<file path="src/rtl/nn_output_collector_pkg.sv">
// -----------------------------------------------------------------------------
// nn_output_collector_pkg
// Shared definitions for the neuroNoC output collector: packet field widths,
// packet type codes, the packed packet layout, FSM state encoding and a small
// saturating-increment helper.
// -----------------------------------------------------------------------------
package nn_output_collector_pkg;

    // Packet field widths; a packet is {type, seq, dest, source, payload}, MSB first.
    localparam int TYPE_WIDTH    = 3;
    localparam int SEQ_WIDTH     = 8;
    localparam int DEST_WIDTH    = 8;
    localparam int SOURCE_WIDTH  = 8;
    localparam int PAYLOAD_WIDTH = 16;
    localparam int PACKET_SIZE   = TYPE_WIDTH + SEQ_WIDTH + DEST_WIDTH
                                 + SOURCE_WIDTH + PAYLOAD_WIDTH;

    // Host-side widths.
    localparam int RD_ADDR_W = 6;   // readout index / neuron index
    localparam int COUNT_W   = 6;   // distinct neurons received
    localparam int SAT_W     = 8;   // drop / duplicate counters
    localparam int TIMER_W   = 16;  // idle-cycle timer

    // Packet type codes.
    localparam logic [TYPE_WIDTH-1:0] PKT_DATA     = 3'd0;
    localparam logic [TYPE_WIDTH-1:0] PKT_CONF_W   = 3'd1;
    localparam logic [TYPE_WIDTH-1:0] PKT_CONF_INB = 3'd2;
    localparam logic [TYPE_WIDTH-1:0] PKT_CONF_FT  = 3'd3;

    typedef struct packed {
        logic [TYPE_WIDTH-1:0]    ptype;
        logic [SEQ_WIDTH-1:0]     seq;
        logic [DEST_WIDTH-1:0]    dest;
        logic [SOURCE_WIDTH-1:0]  source;
        logic [PAYLOAD_WIDTH-1:0] payload;
    } nn_packet_t;

    typedef enum logic [1:0] {
        ST_IDLE    = 2'd0,
        ST_COLLECT = 2'd1,
        ST_DONE    = 2'd2
    } collector_state_e;

    // Increment that sticks at all-ones instead of wrapping.
    function automatic logic [SAT_W-1:0] sat_inc(input logic [SAT_W-1:0] value);
        return (value == '1) ? value : value + 1'b1;
    endfunction

endpackage

</file>
<file path="src/rtl/nn_output_collector_ram.sv">
// -----------------------------------------------------------------------------
// nn_result_ram
// Result storage for the output collector: DEPTH x WIDTH, one write port and
// one synchronous read port sharing the same clock. A read and a write to the
// same address in one cycle return the previously stored word.
// Ports:
//   clk    clock
//   we     write enable
//   waddr  write address
//   wdata  write data
//   re     read enable (rdata holds its value when low)
//   raddr  read address
//   rdata  registered read data (1-cycle latency)
// -----------------------------------------------------------------------------
module nn_result_ram #(
    parameter int DEPTH  = 48,
    parameter int WIDTH  = 16,
    parameter int ADDR_W = 6
) (
    input  logic              clk,
    input  logic              we,
    input  logic [ADDR_W-1:0] waddr,
    input  logic [WIDTH-1:0]  wdata,
    input  logic              re,
    input  logic [ADDR_W-1:0] raddr,
    output logic [WIDTH-1:0]  rdata
);

    logic [WIDTH-1:0] mem [DEPTH];

    // NOTE: the array has no reset so it maps onto block RAM; validity of each
    // word is tracked by the bitmap in the top level, not by clearing contents.
    always_ff @(posedge clk) begin
        if (we) begin
            mem[waddr] <= wdata;
        end
        if (re) begin
            rdata <= mem[raddr];
        end
    end

endmodule

</file>
<file path="src/rtl/nn_output_collector.sv">
// -----------------------------------------------------------------------------
// nn_output_collector
// Host-side receiver at the neuroNoC output port. Sinks packets, decodes
// {type, seq, dest, source, payload}, stores output-layer DATA results per
// neuron and flags round completion (all neurons seen, or idle timeout).
// Stored results are readable by random access in every state.
// Ports:
//   clk, rst          clock, asynchronous active-high reset
//   nn_valid/nn_ready NoC output-port handshake (ready low only in DONE)
//   nn_data           packet {type, seq, dest, source, payload}
//   start, expect_seq arm a new round; expected seq sampled with start
//   busy, done        state == COLLECT / state == DONE
//   timeout           round ended by timeout (sticky until next start)
//   rx_count          distinct neurons received this round
//   drop_count        discarded packets (saturating)
//   dup_count         duplicate-source packets (saturating)
//   rd_addr           readout neuron index
//   rd_data, rd_hit   stored payload / presence flag (1-cycle latency)
// -----------------------------------------------------------------------------
module nn_output_collector
    import nn_output_collector_pkg::*;
#(
    parameter int OUT_BASE       = 208,
    parameter int NUM_OUTPUTS    = 48,
    parameter int TIMEOUT_CYCLES = 65535
) (
    input  logic                     clk,
    input  logic                     rst,
    input  logic                     nn_valid,
    output logic                     nn_ready,
    input  logic [PACKET_SIZE-1:0]   nn_data,
    input  logic                     start,
    input  logic [SEQ_WIDTH-1:0]     expect_seq,
    output logic                     busy,
    output logic                     done,
    output logic                     timeout,
    output logic [COUNT_W-1:0]       rx_count,
    output logic [SAT_W-1:0]         drop_count,
    output logic [SAT_W-1:0]         dup_count,
    input  logic [RD_ADDR_W-1:0]     rd_addr,
    output logic [PAYLOAD_WIDTH-1:0] rd_data,
    output logic                     rd_hit
);

    // Source range is checked one bit wider than the field so that
    // OUT_BASE + NUM_OUTPUTS = 256 is representable (no modulo wrap).
    localparam logic [SOURCE_WIDTH:0]  BASE_EXT     = (SOURCE_WIDTH+1)'(OUT_BASE);
    localparam logic [SOURCE_WIDTH:0]  NUM_EXT      = (SOURCE_WIDTH+1)'(NUM_OUTPUTS);
    localparam logic [COUNT_W-1:0]     LAST_COUNT   = COUNT_W'(NUM_OUTPUTS - 1);
    localparam logic [RD_ADDR_W-1:0]   NUM_ADDR     = RD_ADDR_W'(NUM_OUTPUTS);
    localparam logic [TIMER_W-1:0]     TIMEOUT_LAST =
        TIMER_W'((TIMEOUT_CYCLES > 0) ? TIMEOUT_CYCLES - 1 : 0);

    collector_state_e           state_q, state_d;
    logic [NUM_OUTPUTS-1:0]     bitmap_q;
    logic [COUNT_W-1:0]         rx_count_q;
    logic [SAT_W-1:0]           drop_count_q, dup_count_q;
    logic [TIMER_W-1:0]         timer_q;
    logic                       timeout_q;
    logic [SEQ_WIDTH-1:0]       exp_seq_q;
    logic                       rd_hit_q;

    // ---------------------------------------------------------------- decode
    nn_packet_t                 pkt;
    logic [SOURCE_WIDTH:0]      src_ext, src_off;
    logic [RD_ADDR_W-1:0]       wr_idx;
    logic                       src_in_range, is_match, bit_set;
    logic                       dest_unused;

    assign pkt          = nn_packet_t'(nn_data);
    assign dest_unused  = ^pkt.dest;   // destination is not used by the host
    assign src_ext      = {1'b0, pkt.source};
    assign src_off      = src_ext - BASE_EXT;
    assign src_in_range = (src_ext >= BASE_EXT) && (src_off < NUM_EXT);
    assign wr_idx       = src_off[RD_ADDR_W-1:0];
    assign is_match     = (pkt.ptype == PKT_DATA) && (pkt.seq == exp_seq_q) && src_in_range;
    assign bit_set      = src_in_range && bitmap_q[wr_idx];

    // ------------------------------------------------------------ handshake
    logic xfer, pkt_live, collect_xfer;
    logic accept_new, accept_dup, drop_pkt, timer_hit, last_accept;

    assign nn_ready     = (state_q != ST_DONE);
    assign xfer         = nn_valid && nn_ready;
    // A packet arriving with start is swallowed: start wins.
    assign pkt_live     = xfer && !start;
    assign collect_xfer = pkt_live && (state_q == ST_COLLECT);
    assign accept_new   = collect_xfer && is_match && !bit_set;
    assign accept_dup   = collect_xfer && is_match && bit_set;
    assign drop_pkt     = pkt_live && ((state_q == ST_IDLE) || !is_match);
    assign last_accept  = accept_new && (rx_count_q == LAST_COUNT);
    assign timer_hit    = (TIMEOUT_CYCLES != 0) && (state_q == ST_COLLECT)
                        && !xfer && !start && (timer_q == TIMEOUT_LAST);

    // ------------------------------------------------------------------ FSM
    // NOTE: sequential blocks use non-blocking assignments only, so every
    // register samples the pre-edge value of every other register.
    always_ff @(posedge clk or posedge rst) begin
        if (rst) begin
            state_q <= ST_IDLE;
        end else begin
            state_q <= state_d;
        end
    end

    // NOTE: state_d gets its default before any branch so no path leaves it
    // unassigned, which would otherwise infer a latch.
    always_comb begin
        state_d = state_q;
        if (start) begin
            state_d = ST_COLLECT;
        end else begin
            case (state_q)
                ST_COLLECT: if (last_accept || timer_hit) state_d = ST_DONE;
                default:    state_d = state_q;
            endcase
        end
    end

    // ------------------------------------------- bitmap, counters and timer
    always_ff @(posedge clk or posedge rst) begin
        if (rst) begin
            bitmap_q     <= '0;
            rx_count_q   <= '0;
            drop_count_q <= '0;
            dup_count_q  <= '0;
            timer_q      <= '0;
            timeout_q    <= 1'b0;
            exp_seq_q    <= '0;
        end else if (start) begin
            bitmap_q     <= '0;
            rx_count_q   <= '0;
            drop_count_q <= '0;
            dup_count_q  <= '0;
            timer_q      <= '0;
            timeout_q    <= 1'b0;
            exp_seq_q    <= expect_seq;
        end else begin
            if (accept_new) begin
                bitmap_q[wr_idx] <= 1'b1;
                rx_count_q       <= rx_count_q + 1'b1;
            end
            if (accept_dup) begin
                dup_count_q <= sat_inc(dup_count_q);
            end
            if (drop_pkt) begin
                drop_count_q <= sat_inc(drop_count_q);
            end
            if (state_q == ST_COLLECT) begin
                if (xfer) begin
                    timer_q <= '0;
                end else if (timer_hit) begin
                    timer_q   <= '0;
                    timeout_q <= 1'b1;
                end else begin
                    timer_q <= timer_q + 1'b1;
                end
            end
        end
    end

    // -------------------------------------------------------------- readout
    logic                     rd_in_range;
    logic [PAYLOAD_WIDTH-1:0] ram_rdata;

    assign rd_in_range = (rd_addr < NUM_ADDR);

    nn_result_ram #(
        .DEPTH  (NUM_OUTPUTS),
        .WIDTH  (PAYLOAD_WIDTH),
        .ADDR_W (RD_ADDR_W)
    ) u_result_ram (
        .clk   (clk),
        .we    (accept_new),
        .waddr (wr_idx),
        .wdata (pkt.payload),
        .re    (rd_in_range),
        .raddr (rd_addr),
        .rdata (ram_rdata)
    );

    // The hit flag samples the bitmap before this cycle's write, matching the
    // RAM's read-before-write behaviour.
    always_ff @(posedge clk or posedge rst) begin
        if (rst) begin
            rd_hit_q <= 1'b0;
        end else begin
            rd_hit_q <= rd_in_range && bitmap_q[rd_addr];
        end
    end

    // RAM words without a valid bit read as zero, so stale contents never leak.
    assign rd_data    = rd_hit_q ? ram_rdata : '0;
    assign rd_hit     = rd_hit_q;

    assign busy       = (state_q == ST_COLLECT);
    assign done       = (state_q == ST_DONE);
    assign timeout    = timeout_q;
    assign rx_count   = rx_count_q;
    assign drop_count = drop_count_q;
    assign dup_count  = dup_count_q;

endmodule

</file>
<file path="config.mk">
export PLATFORM = sky130hd
export DESIGN_NAME = nn_output_collector
export DESIGN_NICKNAME = d
export VERILOG_FILES = /design/src/rtl/nn_output_collector_pkg.sv /design/src/rtl/nn_output_collector_ram.sv /design/src/rtl/nn_output_collector.sv
export SDC_FILE = /design/constraint.sdc
export NUM_CORES = 1
export LEC_CHECK = 0
export BUFFER_PORTS_ARGS = -buffer_cell sky130_fd_sc_hd__buf_2
export CORE_ASPECT_RATIO = 0.75
export CORE_MARGIN = 3
export CORE_UTILIZATION = 40
export DETAILED_ROUTE_END_ITERATION = 10
export GPL_TIMING_DRIVEN = 0
export SYNTH_ARGS = -nofsm -noshare
export SYNTH_HDL_FRONTEND = slang
export SYNTH_SLANG_ARGS = --single-unit
</file>
<file path="constraint.sdc">
create_clock -name clk -period 7.1 [get_ports clk]
set_input_delay 1.42 -clock clk [delete_from_list [all_inputs] [get_ports clk]]
set_output_delay 1.42 -clock clk [all_outputs]
set_load 0.01 [all_outputs]
</file>
# ---- Word-level counts from Yosys, hierarchy flattened
# Memories as Yosys holds them, arrays and structs flattened. A register that Yosys moved wholly into a read port is not among the register bits.
# Cells that the tools add are included.
dict set report classes {
  addsub 5
  magnitude_cmp 6
  eq_ne 11
  n_mux 30
  bitwise 1
  reduce_logical 35
}
# cell n
set ops {}
lappend ops {{2-to-1 mux 48 bit} 2}
lappend ops {{2-to-1 mux 16 bit} 5}
lappend ops {{2-to-1 mux 8 bit} 6}
lappend ops {{bitwise OR 48 bit} 1}
lappend ops {{logical AND 1 bit} 17}
lappend ops {{adder 16 x 1 -> 16 bit, second input constant} 1}
lappend ops {{adder 8 x 1 -> 8 bit, second input constant} 2}
lappend ops {{equality test 16 bit, second input constant} 1}
lappend ops {{equality test 8 bit, second input constant} 2}
lappend ops {{less-than comparator 6 x 7 -> 1 bit, second input constant} 2}
lappend ops {{binary-select mux 1 bit (select 6 bit)} 2}
lappend ops {{2-to-1 mux 6 bit} 2}
lappend ops {{nonzero test 2 bit} 6}
lappend ops {{less-than comparator 9 x 6 -> 1 bit, second input constant} 1}
lappend ops {{2-to-1 mux 1 bit} 9}
lappend ops {{subtractor 8 x 8 -> 9 bit, second input constant} 1}
lappend ops {{equality test 8 bit} 1}
lappend ops {{greater-or-equal comparator 8 bit, second input constant} 1}
lappend ops {{!= test 2 bit, second input constant} 4}
lappend ops {{adder 6 x 1 -> 6 bit, second input constant} 1}
lappend ops {{demux 1 bit (select 6 bit)} 1}
lappend ops {{equality test 6 bit, second input constant} 1}
lappend ops {{greater-or-equal comparator 6 x 1 -> 1 bit, second input constant} 1}
lappend ops {{less-than comparator 6 bit, second input constant} 1}
lappend ops {{9 further kinds} 17}
dict set report word_totals {
  reg_bits 98
  ram_bits 768
  in_bits 61
  output_inout_bits 43
  word_cells 98
  n_memories 1
}
# memory words width rd rd_clocked_by_memory_dff wr line_no
set mem_list {}
lappend mem_list {u_result_ram.mem 48 16 1 1 1 nn_output_collector_ram.sv:29} ;# logic [WIDTH-1:0] mem [DEPTH];

# ---- Depth between registers and ports, before layout
# Gate-level depths: netlist of run 1.
dict set report logic_depth {
  word_depth 11
  ltp_mapped 11
  depth_no_buf 9
}

# ---- Modules after synthesis
# A second synthesis of run 1 with hierarchy kept.
dict set report hier_totals {
  hier_cells 2037
  hier_area_um2 35920.7
}
# mod n_inst cells_each area_each_um2 seq_area_each_um2
set modules_own_cells {}
lappend modules_own_cells {nn_result_ram 1 1499 30460.5 23542.6}
lappend modules_own_cells {nn_output_collector 1 538 5460.2 2452.4}

# ---- Worst setup path after synthesis of run 1
# OpenSTA, ideal clock, no wires.
dict set report synth_timing {
  kind {input-to-reg}
  from {input port nn_data[16]}
  to {memory u_result_ram.mem[0][0] (enable)}
  setup_time_ns 0.412
  arrival_time_ns 4.450
  t_required_ns 6.688
  setup_slack_ns 2.238
  stages 9
  n_path_buf 3
  cell_sequence {or3_1 clkbuf_1 o221ai_1 a221oi_1 a2111oi_1 o41ai_2 buf_2 buf_2 nor3_1}
}
dict set report synth_between {
  elab_chain_cells 8
  word_cells_on_any_way 13
  classes_between {add/sub: 1; order compare: 2; mux: 4; reduce/logical: 6}
}
# item line_no
set synth_lines {}
lappend synth_lines {{start: declaration} nn_output_collector.sv:31} ;# input logic [PACKET_SIZE-1:0] nn_data,
lappend synth_lines {{subtractor 8 x 8 -> 9 bit} nn_output_collector.sv:73} ;# assign src_off = src_ext - BASE_EXT;
lappend synth_lines {{binary-select mux 1 bit (select 6 bit) or less-than comparator 9 x 6 -> 1 bit (tied branches)} {nn_output_collector.sv:77, nn_output_collector.sv:74}}
lappend synth_lines {{2-to-1 mux 1 bit (implied by the code) or logical AND 1 bit (tied branches)} {nn_output_collector.sv:77, nn_output_collector.sv:74}}
lappend synth_lines {{logical AND 1 bit (on tied branches)} {nn_output_collector.sv:77, nn_output_collector.sv:76}}
lappend synth_lines {{logical NOT 1 bit or logical AND 1 bit (tied branches)} nn_output_collector.sv:88} ;# assign accept_new = collect_xfer && is_match && !bit_set;
lappend synth_lines {{logical AND 1 bit} nn_output_collector.sv:88}
lappend synth_lines {{2-to-1 mux 1 bit} nn_output_collector_ram.sv:34} ;# if (we) begin
lappend synth_lines {{2-to-1 mux 1 bit (implied by the code)} nn_output_collector_ram.sv:35} ;# mem[waddr] <= wdata;
lappend synth_lines {{end: declaration} nn_output_collector_ram.sv:29}
# Several ways; a longest one is shown, not always the timed one. The select of a mux whose other input is x is not followed.

# ---- Final worst setup path of run 1
dict set report layout_timing {
  from {input port nn_data[20]}
  to {memory u_result_ram.mem[11][7] (enable)}
}
# Same word-level chain as after synthesis.

==> results.json, run 1 <==
{
  "relSlewSlack_pct": 4.38,
  "rsz0062_at_grt": "false",
  "avgSynthCellArea_um2": 20.9,
  "fin_area_um2": 40900,
  "rows": 93,
  "clock_latency_ps": 660,
  "max_clock_freq_mhz": 189,
  "die_area_um2": 91500,
  "period_share_pct": 74.5,
  "cts.htree.levels": 3,
  "power_density_nw_per_um2": 264,
  "area_growth_pct": 16.5,
  "yosys_warnings": 0,
  "cts_root_buf": "clkbuf_16",
  "drcViolationCount": 0,
  "firstDrtPassIters": 5,
  "grt_pass1_vias": 18300,
  "seq_area_frac_synth_pct": 74.0,
  "final_cells": 3146,
  "maxSlewViolCount": 0,
  "synth_most_common_cell": "edfxtp_1",
  "netlist_top_cells_area": "edfxtp_1 (67%), mux4_2 (16%), dfrtp_1 (7.0%), o21ba_2 (0.97%), nor3_1 (0.77%)",
  "ff_latch_area_um2": 26000,
  "synth.largest_area_cell": "edfxtp_1",
  "syn-num-nets": 1754,
  "drive_gt1_share_pct": 32.8,
  "crit_arrival_ps": 5630,
  "run_status": "complete, no violations",
  "antenna_left": 0,
  "finalClockSkew_ps": 36.6,
  "cts_resized": 0,
  "fin_util_pct": 47.3,
  "start_util_pct": 40.6,
  "ys_ff_latch": 882,
  "antenna_cells": 0,
  "ir_drop_mv": 0.151,
  "die_y_um": 263,
  "syn_inst": 1684,
  "critPathLaunchType": "primary input",
  "cellLeakagePower_nw": 13.5,
  "viasPerCell": 5.74,
  "cts_buffers": 84,
  "clockBufferDepth": 3,
  "track_usage_pct": 20.4,
  "required_ps": 7440,
  "fillerInstances": 7092,
  "drtIter0Drc": 2136,
  "cts_tree": "done",
  "setup_viol": 0,
  "worst_pin_slew_ps": 1430,
  "r2r_cells": 8,
  "dp_cells": 2991,
  "period_needed_ps": 5290,
  "ys.flop_type": "edfxtp_1",
  "fin_nets": 2007,
  "vias": 18100,
  "place_congestion": 0.928,
  "maxCapViolations": 0,
  "cts.clk_slew.worst_paths_ps": 60,
  "synth_cell_types": 58,
  "place_area_um2": 38100,
  "portBuffers": 87,
  "grt_max_degree": 51,
  "grt_pass1_wl_mm": 133,
  "core_um2": 86500,
  "antenna_found_initial": 7,
  "ctsHoldBuffers": 0,
  "synth_top_cell_area_share_pct": 67.0,
  "whs_path_depth": 1,
  "wire_per_inst_um": 29.2,
  "drt_wl_total_mm": 91.9,
  "endpoint_kind": "flop",
  "cts_num_sinks": 882,
  "dp_hpwl_mm": 63.1,
  "path_class": "in -> reg",
  "synth_common_cells": "edfxtp_1 (784), mux4_2 (256), dfrtp_1 (98)",
  "die_w_um": 348,
  "synth_edf_count": 784,
  "post_cts_buffers": 0,
  "hold_viol": 0,
  "pin_count": 104,
  "critPathMaxFanout": 10,
  "grt-ovfl-total": 0,
  "hp-class": "reg -> reg",
  "multiInputGateArea_um2": 8920,
  "whs_ps": 528,
  "syn_area_um2": 35100,
  "postSynth.asyncResetShare_pct": 11.1
}
-- stage by stage --
stage          power [W]  setup TNS [ps]  setup WS (ps)
2_1_floorplan    0.00608               0           2240
3_3_place_gp     0.00632         -158790           -659
6_report          0.0108               0           1810
5_1_grt           0.0111               0           1710
3_5_place_dp     0.00634               0           1280
4_1_cts           0.0109               0           1970
-- cell usage in the layout (no fill, tap or decap), drive strengths merged, types with 11 or more instances in the layout --
cell	synthesis	final
o21ai	27	27
a21oi	15	15
xnor2	11	11
nand2	42	42
mux2i	26	26
o21ba	48	48
buf	40	207
mux2	12	12
inv	22	24
dfrtp	98	98
nor2	37	37
clkinv	1	33
nor3	54	54
clkbuf	55	165
edfxtp	784	784
xor2	19	19
and2	18	18
nand3	17	17
mux4	256	256
-- critical path, stage by stage --
cell	delay, ps
buf_2	160
inv_1	80
ha_1	340
a21oi_1	90
nor3_1	520
nand4_1	160
nor4_1	740
o41ai_2	380
clkbuf_1	450
nor3_2	970
buf_6	280
-- per-layer routing --
| layer | routed length [um] | GRT usage [%] | share of wire, % |
|---|---|---|---|
| met5 | 25 | 0 | 0.027 |
| met2 | 39400 | 28.6 | 43 |
| met4 | 1420 | 3.97 | 1.5 |
| met3 | 10400 | 6.83 | 11 |
| met1 | 40700 | 31.1 | 44 |
-- layout make-up --
cell class                      instances  share of cell area (%)
Buffer                                 95                   0.935
Tap cell                             1140                    3.48
Multi-Input combinational cell        684                    21.8
Clock buffer                          110                    5.68
Timing Repair Buffer                  167                    3.20
Clock inverter                         45                    1.18
Sequential cell                       882                    63.5
Inverter                               23                   0.217
-- cells by family (layout without fill, tap and decap cells) --
group / after synthesis / in the layout / share of synthesized area [%]
fa+ha+maj: 9 / 9 / 0.320
buf+inv: 118 / 440 / 1.33
simple gates: 228 / 228 / 3.33
flops: 882 / 882 / 74.0
xor+xnor: 30 / 30 / 0.748
compound gates: 123 / 123 / 2.77
mux: 294 / 294 / 17.5
-- path summary, 6_finish.rpt --
check	to	slack, ps	start
worst max-delay path	u_result_ram.mem[11][7]$_DFFE_PP_	1810	nn_data[20]
worst min-delay path	exp_seq_q[6]$_DFFE_PP0P_	530	exp_seq_q[6]$_DFFE_PP0P_
worst max register to register	u_result_ram.mem[11][7]$_DFFE_PP_	2920	exp_seq_q[7]$_DFFE_PP0P_
worst min register to register	exp_seq_q[6]$_DFFE_PP0P_	530	exp_seq_q[6]$_DFFE_PP0P_
max in group asynchronous	bitmap_q[40]$_DFFE_PP0P_	5470	rst
min in group asynchronous	dup_count[2]$_DFFE_PP0P_	890	rst
-- power breakdown --
part | total [W] | switching (W) | internal [W]
Sequential | 0.00568 | 0.00000858 | 0.00567
Combinational | 0.000552 | 0.000355 | 0.000197
Clock | 0.00457 | 0.00192 | 0.00264
Total | 0.0108 | 0.00229 | 0.00851
-- sequential cells by signal, summed over array words and instances, names as in the netlist --
| register | cells |
|---|---|
| u_result_ram.mem | 768 |
| state_q | 2 |
| timer_q | 16 |
| bitmap_q | 48 |
| drop_count | 8 |
| rd_hit | 1 |
| exp_seq_q | 8 |
| timeout | 1 |
| rx_count | 6 |
| dup_count | 8 |
| u_result_ram.rdata | 16 |
(Power assumes the default switching activity.)
==> run 2, diff against run 1 <==
==> constraint.sdc (replaced) <==
create_clock -name clk -period 4.4 [get_ports clk]
set_input_delay 0.88 -clock clk [delete_from_list [all_inputs] [get_ports clk]]
set_output_delay 0.88 -clock clk [all_outputs]
set_load 0.01 [all_outputs]
==> run 2 against run 1 <==
Effect of this change: total power up 61%; via count up 1.5%; sequential power up 61%; global-route usage about the same; register-to-register slack worse by 2500 ps; clock skew down 4.0 ps; first-iteration DRC count up 4.7%; setup slack worse by 1800 ps; cell count up 0.57%; worst hold slack worse by 180 ps; sequential share of layout area down 0.40 points.
==> results.json, run 2 (synthesized netlist as in run 1, its figures left out) <==
{
  "run_status": "complete, no violations",
  "cellLeakagePower_nw": 13.9,
  "cts.htree.levels": 3,
  "final_cell_mix": "edfxtp_1 (784), mux4_2 (256), dfrtp_1 (98)",
  "hold_viol": 0,
  "ctsHoldBuffers": 0,
  "clockBufferDepth": 3,
  "grt_pass1_vias": 18300,
  "pwr-share-comb_pct": 5.1,
  "cts_tree": "done",
  "regMostFlops": "u_result_ram.mem",
  "clock_latency_ps": 650,
  "finalClockSkew_ps": 32.6,
  "cts.clk_slew.worst_paths_ps": 60,
  "critical_path.cell_chain": "buf_2 -> inv_1 -> ha_1 -> a21oi_1 -> nor3_1 -> nand4_1 -> nor4_2 -> o41ai_2 -> dlygate4sd1_1 -> nor3_2 -> buf_6 -> buf_6",
  "largest_reg_flops": 768,
  "cts_root_buf": "clkbuf_16",
  "setup_tns_ps": 0,
  "slowest_delay_ps": 610,
  "drive_gt1_share_pct": 33.7,
  "wire_per_inst_um": 29.2,
  "drcViolationCount": 0,
  "grt_max_degree": 51,
  "layout_commonest_cell": "edfxtp_1",
  "endpoint_kind": "flop",
  "period_share_pct": 99.7,
  "rsz0062_at_grt": "true",
  "crit_arrival_ps": 4730,
  "critPathMaxFanout": 10,
  "drt_wl_total_mm": 92.4,
  "cts_buffers": 84,
  "power_density_nw_per_um2": 423,
  "max_clock_freq_mhz": 228,
  "r2r_setup_slack_ps": 470,
  "fin_util_pct": 47.6,
  "path_class": "in -> reg",
  "path_buf_inv": 5,
  "portBuffers": 87,
  "track_usage_pct": 20.4,
  "relSlewSlack_pct": 4.52,
  "maxSlewViolCount": 0,
  "grt-ovfl-total": 0,
  "required_ps": 4740,
  "grt_pass1_wl_mm": 133,
  "setup_viol": 0,
  "cts_num_sinks": 882,
  "swShare_pct": 21.2,
  "worst_pin_slew_ps": 1430,
  "antenna_left": 0,
  "viasPerCell": 5.80,
  "die_area_um2": 91500,
  "reg_top3": "u_result_ram.mem: 768 flops, bitmap_q: 48 flops",
  "pin_count": 104,
  "p_clk_share_pct": 42.3,
  "drtIter0Drc": 2236,
  "core_um2": 86500,
  "sequentialPowerShare_pct": 52.6,
  "hp-class": "in -> async",
  "crit_slowest_cell": "nor3_2",
  "power.internal_w": 0.0137,
  "ff_latch_area_um2": 26000,
  "period_needed_ps": 4390,
  "fin_nets": 2023,
  "die_y_um": 263,
  "cp_top_family": "simple AND/OR/NAND/NOR gates",
  "ir_drop_mv": 0.242,
  "crit_top_cell": "buf_6",
  "p_sw_w": 0.00370,
  "maxCapViolations": 0,
  "antenna_found_initial": 7,
  "die_w_um": 348,
  "critPathLaunchType": "primary input",
  "start_util_pct": 40.6,
  "area_growth_pct": 17.2,
  "multiInputGateArea_um2": 9020,
  "firstDrtPassIters": 6,
  "place_congestion": 0.928,
  "vias": 18300,
  "rows": 93,
  "dp_hpwl_mm": 63.1,
  "fillerInstances": 7071
}
## run 2: timing repair
action / in CTS / in global routing
endpoints found under the setup margin: 132 / 608
pin swaps: 0 / 5
gates cloned: 0 / 0
resized for setup: 12 / 25
setup buffers: 0 / 16
## run 2: power by group through the flow
stage / clock [W] / combinational [W] / sequential (W)
final: 0.00737 / 0.000897 / 0.00917
after global routing: 0.00787 / 0.000958 / 0.00916
after CTS: 0.00752 / 0.000898 / 0.00916
after detailed placement: 0 / 0.000893 / 0.00934
after global placement: 0 / 0.000865 / 0.00934
after floorplan: 0 / 0.000474 / 0.00934
## run 2: area by class of cell
class	count	area share, %
Sequential cell	882	63.1
Multi-Input combinational cell	684	21.9
Clock buffer	110	5.64
Timing Repair Buffer	183	3.48
Tap cell	1140	3.46
Clock inverter	45	1.17
Buffer	95	1.00
Inverter	23	0.216
Antenna cell	2	0.0122
## run 2: metrics by stage
| step | std cells | setup slack (ps) | hold slack [ps] | instance area (um^2) | total power [W] |
|---|---|---|---|---|---|
| 6_report | 3164 | 13.8 | 351 | 41200 | 0.0174 |
| 5_1_grt | 3162 | -132 | 387 | 41200 | 0.0180 |
| 4_1_cts | 3146 | -180 | 339 | 41000 | 0.0176 |
| 3_5_place_dp | 2991 | -881 | 514 | 38100 | 0.0102 |
| 3_3_place_gp | 2911 | -2820 | 510 | 37000 | 0.0102 |
| 2_1_floorplan | 1684 | 78.5 | 482 | 35100 | 0.00981 |
## run 2: final timing paths
check / from / to / depth (start not counted)
min in group clk: expect_seq[7] / exp_seq_q[7]$_DFFE_PP0P_ / 2
worst min register to register: exp_seq_q[6]$_DFFE_PP0P_ / exp_seq_q[6]$_DFFE_PP0P_ / 1
worst max register to register: bitmap_q[20]$_DFFE_PP0P_ / u_result_ram.mem[27][13]$_DFFE_PP_ / 9
worst min-delay path: rst / dup_count[2]$_DFFE_PP0P_ / 2
max in group asynchronous: rst / bitmap_q[39]$_DFFE_PP0P_ / 3
worst max-delay path: nn_data[20] / u_result_ram.mem[27][13]$_DFFE_PP_ / 12
## run 2: routing by layer
layer	share of wire [%]	vias up	global-route usage [%]	wire length [um]
met1	45	9804	31.1	41200
met3	11	132	6.79	10100
met4	1.9	4	4.02	1720
li1	-	7516	-	-
met2	43	882	28.6	39400
met5	0.027	-	0	25
==> run 3, diff against run 2 <==
--- a/config.mk
+++ b/config.mk
@@ -8,9 +8,11 @@
 export BUFFER_PORTS_ARGS = -buffer_cell sky130_fd_sc_hd__buf_2
 export CORE_ASPECT_RATIO = 0.75
 export CORE_MARGIN = 3
-export CORE_UTILIZATION = 40
+export CORE_UTILIZATION = 50
 export DETAILED_ROUTE_END_ITERATION = 10
 export GPL_TIMING_DRIVEN = 0
+export PLACE_DENSITY = 0.69
+export SLEW_MARGIN = 20
 export SYNTH_ARGS = -nofsm -noshare
 export SYNTH_HDL_FRONTEND = slang
 export SYNTH_SLANG_ARGS = --single-unit
==> run 3 against run 2 <==
Effect of this change: global-route usage increased by 3.7 points; first-iteration DRC count increased by 9.8%; total power about the same; final area decreased by 1.2%; sequential share of layout area increased by 0.78 points; die area decreased by 20%; combinational power decreased by 2.2%; clock power about the same; utilization increased by 11 points; fmax increased by 1.7%; critical path type unchanged; highest routed layer unchanged.
==> results.json, run 3 (synthesized netlist as in run 1, its figures left out) <==
{
  "endpoint_kind": "flop",
  "post-place-ws_ps": -820,
  "clockBufferDepth": 3,
  "dp_hpwl_mm": 60.3,
  "power_density_nw_per_um2": 428,
  "required_ps": 4770,
  "grt_pass1_wl_mm": 127,
  "drive_gt1_share_pct": 34.4,
  "start_util_pct": 50.9,
  "fin_area_um2": 40700,
  "rows": 83,
  "firstDrtPassIters": 6,
  "relSlewSlack_pct": 25.4,
  "path_class": "in -> reg",
  "cts_tree": "done",
  "worst_pin_slew_ps": 1120,
  "viasPerCell": 6.21,
  "critPathLaunchType": "primary input",
  "drt_wl_total_mm": 87.3,
  "fillerInstances": 4903,
  "finalClockSkew_ps": 26.6,
  "ff_latch_area_um2": 26000,
  "cts_root_buf": "clkbuf_16",
  "critPathMaxFanout": 10,
  "layout_commonest_cell": "edfxtp_1",
  "cts.clk_slew.worst_paths_ps": 60,
  "max_clock_freq_mhz": 232,
  "post_cts_buffers": 0,
  "setup_viol": 0,
  "final_cell_mix": "edfxtp_1 (784), mux4_2 (256), buf_2 (98), dfrtp_1 (98), clkbuf_16 (85)",
  "area_growth_pct": 15.8,
  "die_area_um2": 73500,
  "place_congestion": 0.938,
  "die_w_um": 312,
  "cts_num_sinks": 882,
  "period_needed_ps": 4310,
  "hold_viol": 0,
  "clock_latency_ps": 640,
  "track_usage_pct": 24.1,
  "reg_top3": "u_result_ram.mem: 768 flops, bitmap_q: 48 flops",
  "setup_tns_ps": 0,
  "vias": 18400,
  "cts_buffers": 83,
  "grt_pass1_vias": 18400,
  "pin_count": 104,
  "crit_arrival_ps": 4680,
  "grt-ovfl-total": 0,
  "cellLeakagePower_nw": 13.7,
  "die_y_um": 236,
  "core_um2": 69100,
  "multiInputGateArea_um2": 8960,
  "place_area_um2": 37800,
  "portBuffers": 87,
  "ir_drop_mv": 0.338,
  "drtIter0Drc": 2456,
  "hp-class": "in -> async",
  "rsz0062_at_grt": "false",
  "maxSlewViolCount": 0,
  "drcViolationCount": 0,
  "grt_max_degree": 74,
  "antenna_left": 0,
  "wire_per_inst_um": 29.5,
  "run_status": "complete, no violations",
  "worst_slack_ps": 88.3,
  "cts.htree.levels": 3,
  "fin_nets": 2023,
  "period_share_pct": 98.0,
  "largest_reg_flops": 768,
  "ctsHoldBuffers": 0,
  "regMostFlops": "u_result_ram.mem",
  "antenna_found_initial": 4,
  "maxCapViolations": 0
}
run 3: cell types whose count changed in the layout (fill, tap and decap cells not counted), moves of 3 or more:
cell	previous run	this run
buf_1	23	19
buf_4	29	75
buf_6	66	23
bufinv_16	9	13
clkbuf_1	69	66
clkbuf_2	5	14
clkbuf_8	6	3
clkdlybuf4s15_1	3	0
clkinv_1	17	13
clkinv_2	11	15
clkinv_8	3	0
nor3_2	33	45
nor3_4	15	4
run 3: through the flow:
step                      hold slack [ps]  util [%]  power, W  instances
after global placement                500      53.2    0.0102       2706
after global routing                  205      58.9    0.0179       2956
after CTS                             181      58.8    0.0175       2955
after detailed placement              511      54.8    0.0102       2803
final                                 208      58.9    0.0174       2959
after floorplan                       482         -   0.00981       1684
run 3: repair_timing:
| action | in CTS | in global routing |
|---|---|---|
| gates cloned | 0 | 0 |
| endpoints found under the setup margin | 53 | 282 |
| gates resized for setup | 1 | 9 |
run 3: where the power goes:
group | total [W] | internal, W | switching, W
clock network | 0.00739 | 0.00436 | 0.00303
registers | 0.00916 | 0.00915 | 0.0000132
logic | 0.000877 | 0.000319 | 0.000558
total | 0.0174 | 0.0138 | 0.00360
run 3: path summary, 6_finish.rpt:
kind | slack, ps | depth (start not counted) | from | end
worst min register to register | 530 | 1 | bitmap_q[29]$_DFFE_PP0P_ | bitmap_q[29]$_DFFE_PP0P_
worst max-delay path | 90 | 11 | nn_data[17] | u_result_ram.mem[27][6]$_DFFE_PP_
min in group clk | 480 | 2 | expect_seq[0] | exp_seq_q[0]$_DFFE_PP0P_
worst max register to register | 640 | 9 | bitmap_q[20]$_DFFE_PP0P_ | u_result_ram.mem[12][2]$_DFFE_PP_
worst min-delay path | 210 | 2 | rst | timer_q[4]$_DFFE_PP0P_
max in group asynchronous | 3510 | 3 | rst | bitmap_q[46]$_DFFE_PP0P_
run 3: final cells by class:
class	instances	area share, %
repair buffers	184	3.10
inverters	23	0.224
clock inverters	47	1.40
clock buffers	105	5.49
plain buffers	95	0.990
diodes	4	0.0246
flip-flops and latches	882	63.9
multi-input cells	684	22.0
well taps	935	2.88
run 3: worst max-delay path, cell delays in order:
cell	delay, ps
buf_2	150
buf_2	310
nand3b_2	340
nor2_1	70
a2111oi_0	610
a2111oi_1	240
o41ai_2	660
clkbuf_1	750
nor3_2	170
buf_4	250
buf_4	210
run 3: per-layer routing:
metal	global-route usage (%)	part of all wire, %	vias up	routed length [um]
li1	-	-	7521	-
met1	36.0	42	9683	36400
met2	34.4	44	1000	38100
met3	8.27	12	162	10600
met4	5.60	2.5	2	2170
met5	0	0.015	-	13
